## config.mk

```make
export PLATFORM = sky130hd
export DESIGN_NAME = multi_edge_detector
export DESIGN_NICKNAME = d
export VERILOG_FILES = /design/src/rtl/multi_edge_detector_pkg.sv /design/src/rtl/multi_edge_detector_channel.sv /design/src/rtl/multi_edge_detector.sv
export SDC_FILE = /design/constraint.sdc
export NUM_CORES = 1
export LEC_CHECK = 0
export CAP_MARGIN = 0
export CORE_MARGIN = 1.5
export CORE_UTILIZATION = 45
export CTS_CLUSTER_DIAMETER = 40
export DETAILED_ROUTE_END_ITERATION = 16
export PLACE_DENSITY_LB_ADDON = 0.05
export SYNTH_ARGS = -nofsm -noshare
export SYNTH_HDL_FRONTEND = slang
export SYNTH_SLANG_ARGS = --single-unit
```

## constraint.sdc

```tcl
create_clock -name i_clk -period 4.22 [get_ports i_clk]
set_input_delay 0.633 -clock i_clk [delete_from_list [all_inputs] [get_ports i_clk]]
set_output_delay 0.633 -clock i_clk [all_outputs]
set_load 0.01 [all_outputs]
```

## src/rtl/multi_edge_detector_pkg.sv

```systemverilog
// Shared definitions for the multi-channel edge detector: mode encodings
// and the filter counter sizing helper.
package multi_edge_detector_pkg;

  localparam logic [1:0] MODE_NONE = 2'b00;
  localparam logic [1:0] MODE_RISE = 2'b01;
  localparam logic [1:0] MODE_FALL = 2'b10;
  localparam logic [1:0] MODE_BOTH = 2'b11;

  // Filter counter width: clog2(cycles), never narrower than one bit.
  function automatic int cnt_width(input int cycles);
    return (cycles <= 2) ? 1 : $clog2(cycles);
  endfunction

endpackage

```

## src/rtl/multi_edge_detector_channel.sv

```systemverilog
// One channel: synchroniser, stability filter, edge pulses, mode
// qualification, sticky pending flag and saturating event counter.
module edge_channel
  import multi_edge_detector_pkg::*;
#(
  parameter int SYNC_STAGES   = 2,
  parameter int FILTER_CYCLES = 4,
  parameter int COUNT_W       = 8
) (
  input  logic               i_clk,
  input  logic               i_reset,
  input  logic               i_sig,
  input  logic [1:0]         i_mode,
  input  logic               i_clear,
  input  logic               i_count_clr,
  output logic               o_level,
  output logic               o_rise_pulse,
  output logic               o_fall_pulse,
  output logic               o_event_pulse,
  output logic               o_pending,
  output logic [COUNT_W-1:0] o_event_count
);

  localparam int               CNT_W    = cnt_width(FILTER_CYCLES);
  localparam logic [CNT_W-1:0] CNT_LAST = CNT_W'(FILTER_CYCLES - 1);

  logic [SYNC_STAGES-1:0] r_sync;
  logic [CNT_W-1:0]       r_cnt;
  logic                   r_level;
  logic                   r_rise;
  logic                   r_fall;
  logic                   r_pending;
  logic [COUNT_W-1:0]     r_count;

  logic w_sync_q;
  logic w_rise_en;
  logic w_fall_en;
  logic w_event;

  assign w_sync_q  = r_sync[SYNC_STAGES-1];
  assign w_rise_en = (i_mode == MODE_RISE) || (i_mode == MODE_BOTH);
  assign w_fall_en = (i_mode == MODE_FALL) || (i_mode == MODE_BOTH);
  // Mode is applied combinationally so a mode change affects the same cycle.
  assign w_event   = (r_rise & w_rise_en) | (r_fall & w_fall_en);

  // Synchroniser shift chain; bit 0 is the metastability-exposed stage.
  always_ff @(posedge i_clk) begin
    if (i_reset) r_sync <= '0;
    else         r_sync <= {r_sync[SYNC_STAGES-2:0], i_sig};
  end

  // Stability filter: accept a new level only after it holds FILTER_CYCLES
  // cycles; any return to the current level restarts the count.
  always_ff @(posedge i_clk) begin
    if (i_reset) begin
      r_level <= 1'b0;
      r_cnt   <= '0;
      r_rise  <= 1'b0;
      r_fall  <= 1'b0;
    end else begin
      r_rise <= 1'b0;
      r_fall <= 1'b0;
      if (w_sync_q == r_level) begin
        r_cnt <= '0;
      end else if (r_cnt == CNT_LAST) begin
        r_level <= w_sync_q;
        r_cnt   <= '0;
        r_rise  <= w_sync_q;
        r_fall  <= ~w_sync_q;
      end else begin
        r_cnt <= r_cnt + CNT_W'(1);
      end
    end
  end

  // Sticky pending flag; a new event beats a same-cycle clear.
  always_ff @(posedge i_clk) begin
    if (i_reset)      r_pending <= 1'b0;
    else if (w_event) r_pending <= 1'b1;
    else if (i_clear) r_pending <= 1'b0;
  end

  // Saturating event counter; clear beats a same-cycle event.
  always_ff @(posedge i_clk) begin
    if (i_reset)                    r_count <= '0;
    else if (i_count_clr)           r_count <= '0;
    else if (w_event && ~&r_count)  r_count <= r_count + COUNT_W'(1);
  end

  assign o_level       = r_level;
  assign o_rise_pulse  = r_rise;
  assign o_fall_pulse  = r_fall;
  assign o_event_pulse = w_event;
  assign o_pending     = r_pending;
  assign o_event_count = r_count;

endmodule

```

## src/rtl/multi_edge_detector.sv

```systemverilog
// Multi-channel debounced edge detector: CHANNELS independent edge_channel
// instances with a combined interrupt over all pending flags.
module multi_edge_detector
  import multi_edge_detector_pkg::*;
#(
  parameter int CHANNELS      = 4,
  parameter int SYNC_STAGES   = 2,
  parameter int FILTER_CYCLES = 4,
  parameter int COUNT_W       = 8
) (
  input  logic                        i_clk,
  input  logic                        i_reset,
  input  logic [CHANNELS-1:0]         i_sig_in,
  input  logic [2*CHANNELS-1:0]       i_mode,
  input  logic [CHANNELS-1:0]         i_clear,
  input  logic [CHANNELS-1:0]         i_count_clr,
  output logic [CHANNELS-1:0]         o_level,
  output logic [CHANNELS-1:0]         o_rise_pulse,
  output logic [CHANNELS-1:0]         o_fall_pulse,
  output logic [CHANNELS-1:0]         o_event_pulse,
  output logic [CHANNELS-1:0]         o_pending,
  output logic                        o_irq,
  output logic [CHANNELS*COUNT_W-1:0] o_event_count
);

  // One self-contained channel per input bit.
  for (genvar g = 0; g < CHANNELS; g++) begin : g_ch
    edge_channel #(
      .SYNC_STAGES  (SYNC_STAGES),
      .FILTER_CYCLES(FILTER_CYCLES),
      .COUNT_W      (COUNT_W)
    ) u_ch (
      .i_clk        (i_clk),
      .i_reset      (i_reset),
      .i_sig        (i_sig_in[g]),
      .i_mode       (i_mode[2*g +: 2]),
      .i_clear      (i_clear[g]),
      .i_count_clr  (i_count_clr[g]),
      .o_level      (o_level[g]),
      .o_rise_pulse (o_rise_pulse[g]),
      .o_fall_pulse (o_fall_pulse[g]),
      .o_event_pulse(o_event_pulse[g]),
      .o_pending    (o_pending[g]),
      .o_event_count(o_event_count[g*COUNT_W +: COUNT_W])
    );
  end

  assign o_irq = |o_pending;

endmodule
```

# --- Word-level counts from Yosys, hierarchy flattened ---
# Index checks and enable logic that the tools add are counted.
totals:
  register_bits: 64
  latch_bits: 0
  ram_bits: 0
  rom_bits: 0
  in_bits: 22
  out_inout_bits: 53
  n_memories: 0
op_classes:
  add_sub_neg: 8
  n_mul: 0
  div: 0
  magnitude_cmp: 0
  eq_ne: 20
  shifts: 0
  n_mux: 8
  bitwise_logic: 24
  n_reduce_logical: 41
op_table:
  columns: ["operator", "n"]
  rows:
  - ["$add A8 B1 Y8 const B", 4]
  - ["$reduce_and A8 Y1", 4]
  - ["$eq A2 B2 Y1 const B", 12]
  - ["$reduce_or A3 Y1", 8]
  - ["$not A1 Y1", 12]
  - ["$add A2 B1 Y2 const B", 4]
  - ["$and A1 B1 Y1", 8]
  - ["$eq A2 B1 Y1 const B", 4]
  - ["$logic_or A1 B1 Y1", 8]
  - ["$mux W1", 8]
  - ["$reduce_and A2 Y1", 4]
  - ["$reduce_bool A2 Y1", 4]
  - ["$reduce_or A2 Y1", 4]
  - ["$eq A1 B1 Y1", 4]
  - ["$logic_and A1 B1 Y1", 4]
  - ["$logic_not A1 Y1", 4]
  - ["$or A1 B1 Y1", 4]
  - ["$reduce_or A4 Y1", 1]

# --- Logic depth before layout (Yosys ltp) ---
depth:
  ltp_word: 5
  depth_mapped: 5

# --- Hierarchy ---
# A second synthesis with hierarchy kept.
hier_totals:
  cells_unflattened: 277
  hier_area_um2: 2800.2
by_module_without_submodules:
  columns: ["mod", "instances", "cells_each", "area_per_inst_um2", "seq_area_each_um2"]
  rows:
  - ["edge_channel", 4, 69, 698.2, 320.3]
  - ["multi_edge_detector", 1, 1, 7.5, 0.0]

# --- Least setup slack after synthesis ---
# No wires, ideal clock.
synth_path:
  kind: "input-to-output"
  start: "input port i_mode[6]"
  end: "output port o_event_pulse[3]"
  arrival_ns: 1.133
  t_required_ns: 3.587
  setup_slack_ns: 2.454
  cell_stages: 3
  n_path_buf: 1
  cell_sequence: "a22oi_2 > inv_2 > buf_4"
synth_between:
  elab_chain_len: 4
  word_cells_on_any_way: 8
synth_lines:
  columns: ["item", "line_no", "source"]
  rows:
  - ["start: declaration", "multi_edge_detector.sv:14", "input logic [2*CHANNELS-1:0] i_mode,"]
  - ["$eq A2 B1 Y1 (tied with other cells)", "multi_edge_detector_channel.sv:41", "assign w_rise_en = (i_mode == MODE_RISE) || (i_mode == MODE_BOTH);"]
  - ["$logic_or A1 B1 Y1 (on tied branches)", "multi_edge_detector_channel.sv:41, multi_edge_detector_channel.sv:42", null]
  - ["$and A1 B1 Y1", "multi_edge_detector_channel.sv:44", "assign w_event = (r_rise & w_rise_en) | (r_fall & w_fall_en);"]
  - ["$or A1 B1 Y1 *", "multi_edge_detector_channel.sv:44", null]
  - ["end: declaration", "multi_edge_detector.sv:20", "output logic [CHANNELS-1:0] o_event_pulse,"]
# Mark *: on every way between the ends. The rest lies on a longest branch, timed or not.

# --- Worst setup path in the final report ---
layout_path:
  start: "input port i_mode[4]"
  end: "output port o_event_pulse[2]"
# The elaborated chain is that of the path after synthesis.

==> reports/metrics.csv <==
stage,metric,value,unit
final_layout,share of cells above drive strength 1,8.66,%
route,Iter 0 DRT Violations,67,
sta,Final Cycle Share,62.5,%
route,DR vias,2202,
pwr,P_int,0.00102,W
synthesis,synth cell count leaders,"dfxtp_1 (64), nor2_1 (40), buf_4 (20), a21oi_1 (12), mux2i_1 (12)",
worst_setup_path,"Max FO, Critical Path",5,
grt,first-pass GRT wire length,8690,um
synthesis,ys async rst share,0,%
min_path,HP Class,register to register,
final_layout,Non-Filler Instances,433,
min_path,HP Start,g_ch[1].u_ch.r_cnt[0]$_SDFF_PP0_,
synthesis,Syn Inst Count,296,
floorplanning,Die ar.,6700,um^2
synthesis,Yosys reg bits,64,
run,maxcap violations,0,
final_layout,# nets final,383,
synthesis,Yosys top cell by area,dfxtp_1,
synthesis,Syn Nets,326,
cts,clk_lat worst skew,0.33,ns
pwr,combinational share of power,2.9,%
sta,relative max-transition margin,29.5,%
sta,fin crit period,2.64,ns
synthesis,prevailing post-synth register cell,dfxtp_1,
pwr,Net Switching,0.000243,W
floorplanning,io pins,75,
sta,Max Clk Rate,379,MHz
route,Vias per Instance,5.09,
final_layout,Layout area overhead,31.7,%
grt,Total GRT Usage,17.0,%
final_layout,Fill cells,532,
pwr,PwrDens,343,nW/um^2
cts,clock buffer depth,2,
place,half-perimeter wire length after placement,3840,um
cts,hold buffer count at CTS,0,
sta,final number of setup-violating endpoints,0,
route,wire per inst,12.5,um
grt,Congestion Overflow GR,0,
synthesis,Post-synth EDFFs,0,
worst_setup_path,critical path data required time,3.59,ns
final_layout,storage element area,1280,um^2
sta,worst hold slack,0.416,ns
pwr,Lkg Pwr,1.34,nW
worst_setup_path,Worst Setup SP,i_mode[4],
route,DRT Pass-1 Iters,4,
floorplanning,Site Rows,28,
cts,clk sinks,64,
grt,largest net degree at the start of global routing,33,
cts,root buf cell,clkbuf_8,
synthesis,Synth top area share,45.8,%
worst_setup_path,CP Capture Point,o_event_pulse[2],
final_layout,Ant. Diodes,0,
worst_setup_path,worst reg2reg startpoint,g_ch[1].u_ch.o_event_count[1]$_SDFFE_PP0P_,
synthesis,"Seq/Total Area, Yosys",45.8,%
sta,slew at the pin closest to its max-slew limit,1.05,ns
route,Routed WL,5400,um
worst_setup_path,crit start category,primary input,
sta,Worst Skew,0.00978,ns
worst_setup_path,crit end category,output pin,
place,placed insts,417,
synthesis,most numerous cell in the Yosys netlist,dfxtp_1,
worst_setup_path,Setup Crit Path Kind,primary input to output pin,
place,# port buffers,74,
sta,final setup margin,1.58,ns
worst_setup_path,RR Endpoint,g_ch[1].u_ch.o_event_count[1]$_SDFFE_PP0P_,
synthesis,Mapped Avg Cell Area,9.46,um^2
final_layout,area of the multi-input gates,1290,um^2
sta,Final Max Slew Viols,0,
grt,via count of the first global-routing pass,1989,
worst_setup_path,worst r2r path cells,5,
cts,H-tree depth,3,
grt,initial antenna violation count,0,
pwr,sequential share of power,48.3,%
sta,RSZ-0062 raised after global routing,no,
cts,CTS tree,done,
synthesis,Post-Syn Area,2800,um^2
sta,"Hold Vio Cnt, Final",0,
synthesis,post-synth cell types,44,
cts,Post-CTS Setup Repair Bufs,0,
floorplanning,DIE HEIGHT,81.9,um
place,GPL Wtd Cong,0.770,
route,# DRC,0,
floorplanning,CORE AREA,5960,um^2
status,outcome,"complete, no violations",
worst_setup_path,worst path arrival time,2.00,ns
floorplanning,Die Wd,81.9,um
worst_setup_path,"reg-to-reg slack, setup",2.63,ns
floorplanning,Starting Density,47.0,%
place,pre-CTS setup slack,1.57,ns
synthesis,YS warnings,0,
cts,Worst-path clk slew,0.07,ns
route,Antenna Nets Post-Route,0,
cts,PostCTS Resize Cnt,0,
cts,CTS Buf Count,9,
pwr,switching power share of the total,19.2,%
sta,Setup Total Neg Slack,0,ns
pwr,Peak supply drop,0.296,mV
synthesis,largest cells by area after synthesis,"dfxtp_1 (46%), buf_4 (5.4%), nor2_1 (5.4%)",
pwr,Clk pwr share,48.8,%
## registers in the layout, summed over array words and instances, names as in the netlist
name / flops
g_ch.u_ch.o_level: 4
g_ch.u_ch.r_cnt: 8
g_ch.u_ch.o_fall_pulse: 4
g_ch.u_ch.o_event_count: 32
g_ch.u_ch.r_sync: 8
g_ch.u_ch.o_rise_pulse: 4
g_ch.u_ch.o_pending: 4
## power groups by stage
stage               clock [W]  sequential, W  combinational, W
floorplan                   0       0.000624         0.0000157
global placement            0       0.000625         0.0000369
detailed placement          0       0.000625         0.0000374
CTS                  0.000630       0.000611         0.0000376
global route         0.000659       0.000612         0.0000408
finish               0.000617       0.000611         0.0000370
## kinds of logic (layout without fill, tap and decap cells)
family / after synthesis / in the layout / share of synthesized area (%)
XOR/XNOR: 16 / 16 / 5.01
AND/OR/NAND/NOR: 116 / 116 / 23.2
flip-flops: 64 / 64 / 45.8
multiplexers: 12 / 12 / 4.29
adder cells (fa/ha/maj): 8 / 8 / 3.58
AO/OA/AOI/OAI: 40 / 40 / 10.0
buffers and inverters: 40 / 102 / 8.09
## through the flow
step / total power, W / instance area, um^2 / utilization [%]
5_1_grt: 0.00131 / 3690 / 61.9
6_report: 0.00127 / 3690 / 61.9
4_1_cts: 0.00128 / 3690 / 61.9
2_1_floorplan: 0.000640 / 2800 / -
3_5_place_dp: 0.000662 / 3450 / 58.0
3_3_place_gp: 0.000662 / 3450 / 58.0
## area by class of cell
type,count,share of cell area (%)
Clock inverter,6,2.92
Sequential cell,64,34.7
Clock buffer,10,3.46
Tap cell,75,2.54
Multi-Input combinational cell,192,35.0
Inverter,12,1.22
Timing Repair Buffer,74,20.1
## worst max-delay path: stages
cell,delay [ns]
clkdlybuf4s50_1,0.42
a22oi_2,0.28
inv_1,0.16
clkdlybuf4s50_1,0.51
## metal layers
| metal | global-route usage [%] | up-vias | share of wire, % |
|---|---|---|---|
| met5 | 0 | - | 0 |
| met4 | 9.32 | 0 | 2.0 |
| met3 | 4.67 | 13 | 5.6 |
| met2 | 26.6 | 60 | 45 |
| met1 | 21.0 | 999 | 48 |
| li1 | - | 1130 | - |
## worst min path at each step
stage / depth (start not counted) / slack (ns) / endpoint
floorplan: 1 / 0.40 / g_ch[0].u_ch.r_cnt[0]$_SDFF_PP0_
global placement: 1 / 0.41 / g_ch[3].u_ch.r_cnt[0]$_SDFF_PP0_
detailed placement: 1 / 0.41 / g_ch[2].u_ch.r_cnt[0]$_SDFF_PP0_
CTS: 1 / 0.42 / g_ch[1].u_ch.r_cnt[0]$_SDFF_PP0_
global route: 1 / 0.44 / g_ch[1].u_ch.r_cnt[0]$_SDFF_PP0_
finish: 1 / 0.42 / g_ch[1].u_ch.r_cnt[0]$_SDFF_PP0_
## cells in the final DEF (no fill, tap or decap), types with 3 or more instances in the layout
master           instances
a21oi_1                 12
and3_1                   7
bufinv_16                3
clkbuf_8                 9
clkdlybuf4s50_1         74
dfxtp_1                 64
ha_1                     8
inv_1                   11
mux2i_1                 12
nand2_1                  8
nand2b_1                 4
nand3_1                  6
nand4_1                  7
nor2_1                  40
nor2b_1                  9
nor3_1                   5
nor4b_1                  3
nor4bb_1                 8
o211ai_1                 6
o21ai_0                  7
or2_2                    4
or3_1                    7
xnor2_1                  5
xor2_1                  11
Power figures use the tool's default switching activity.
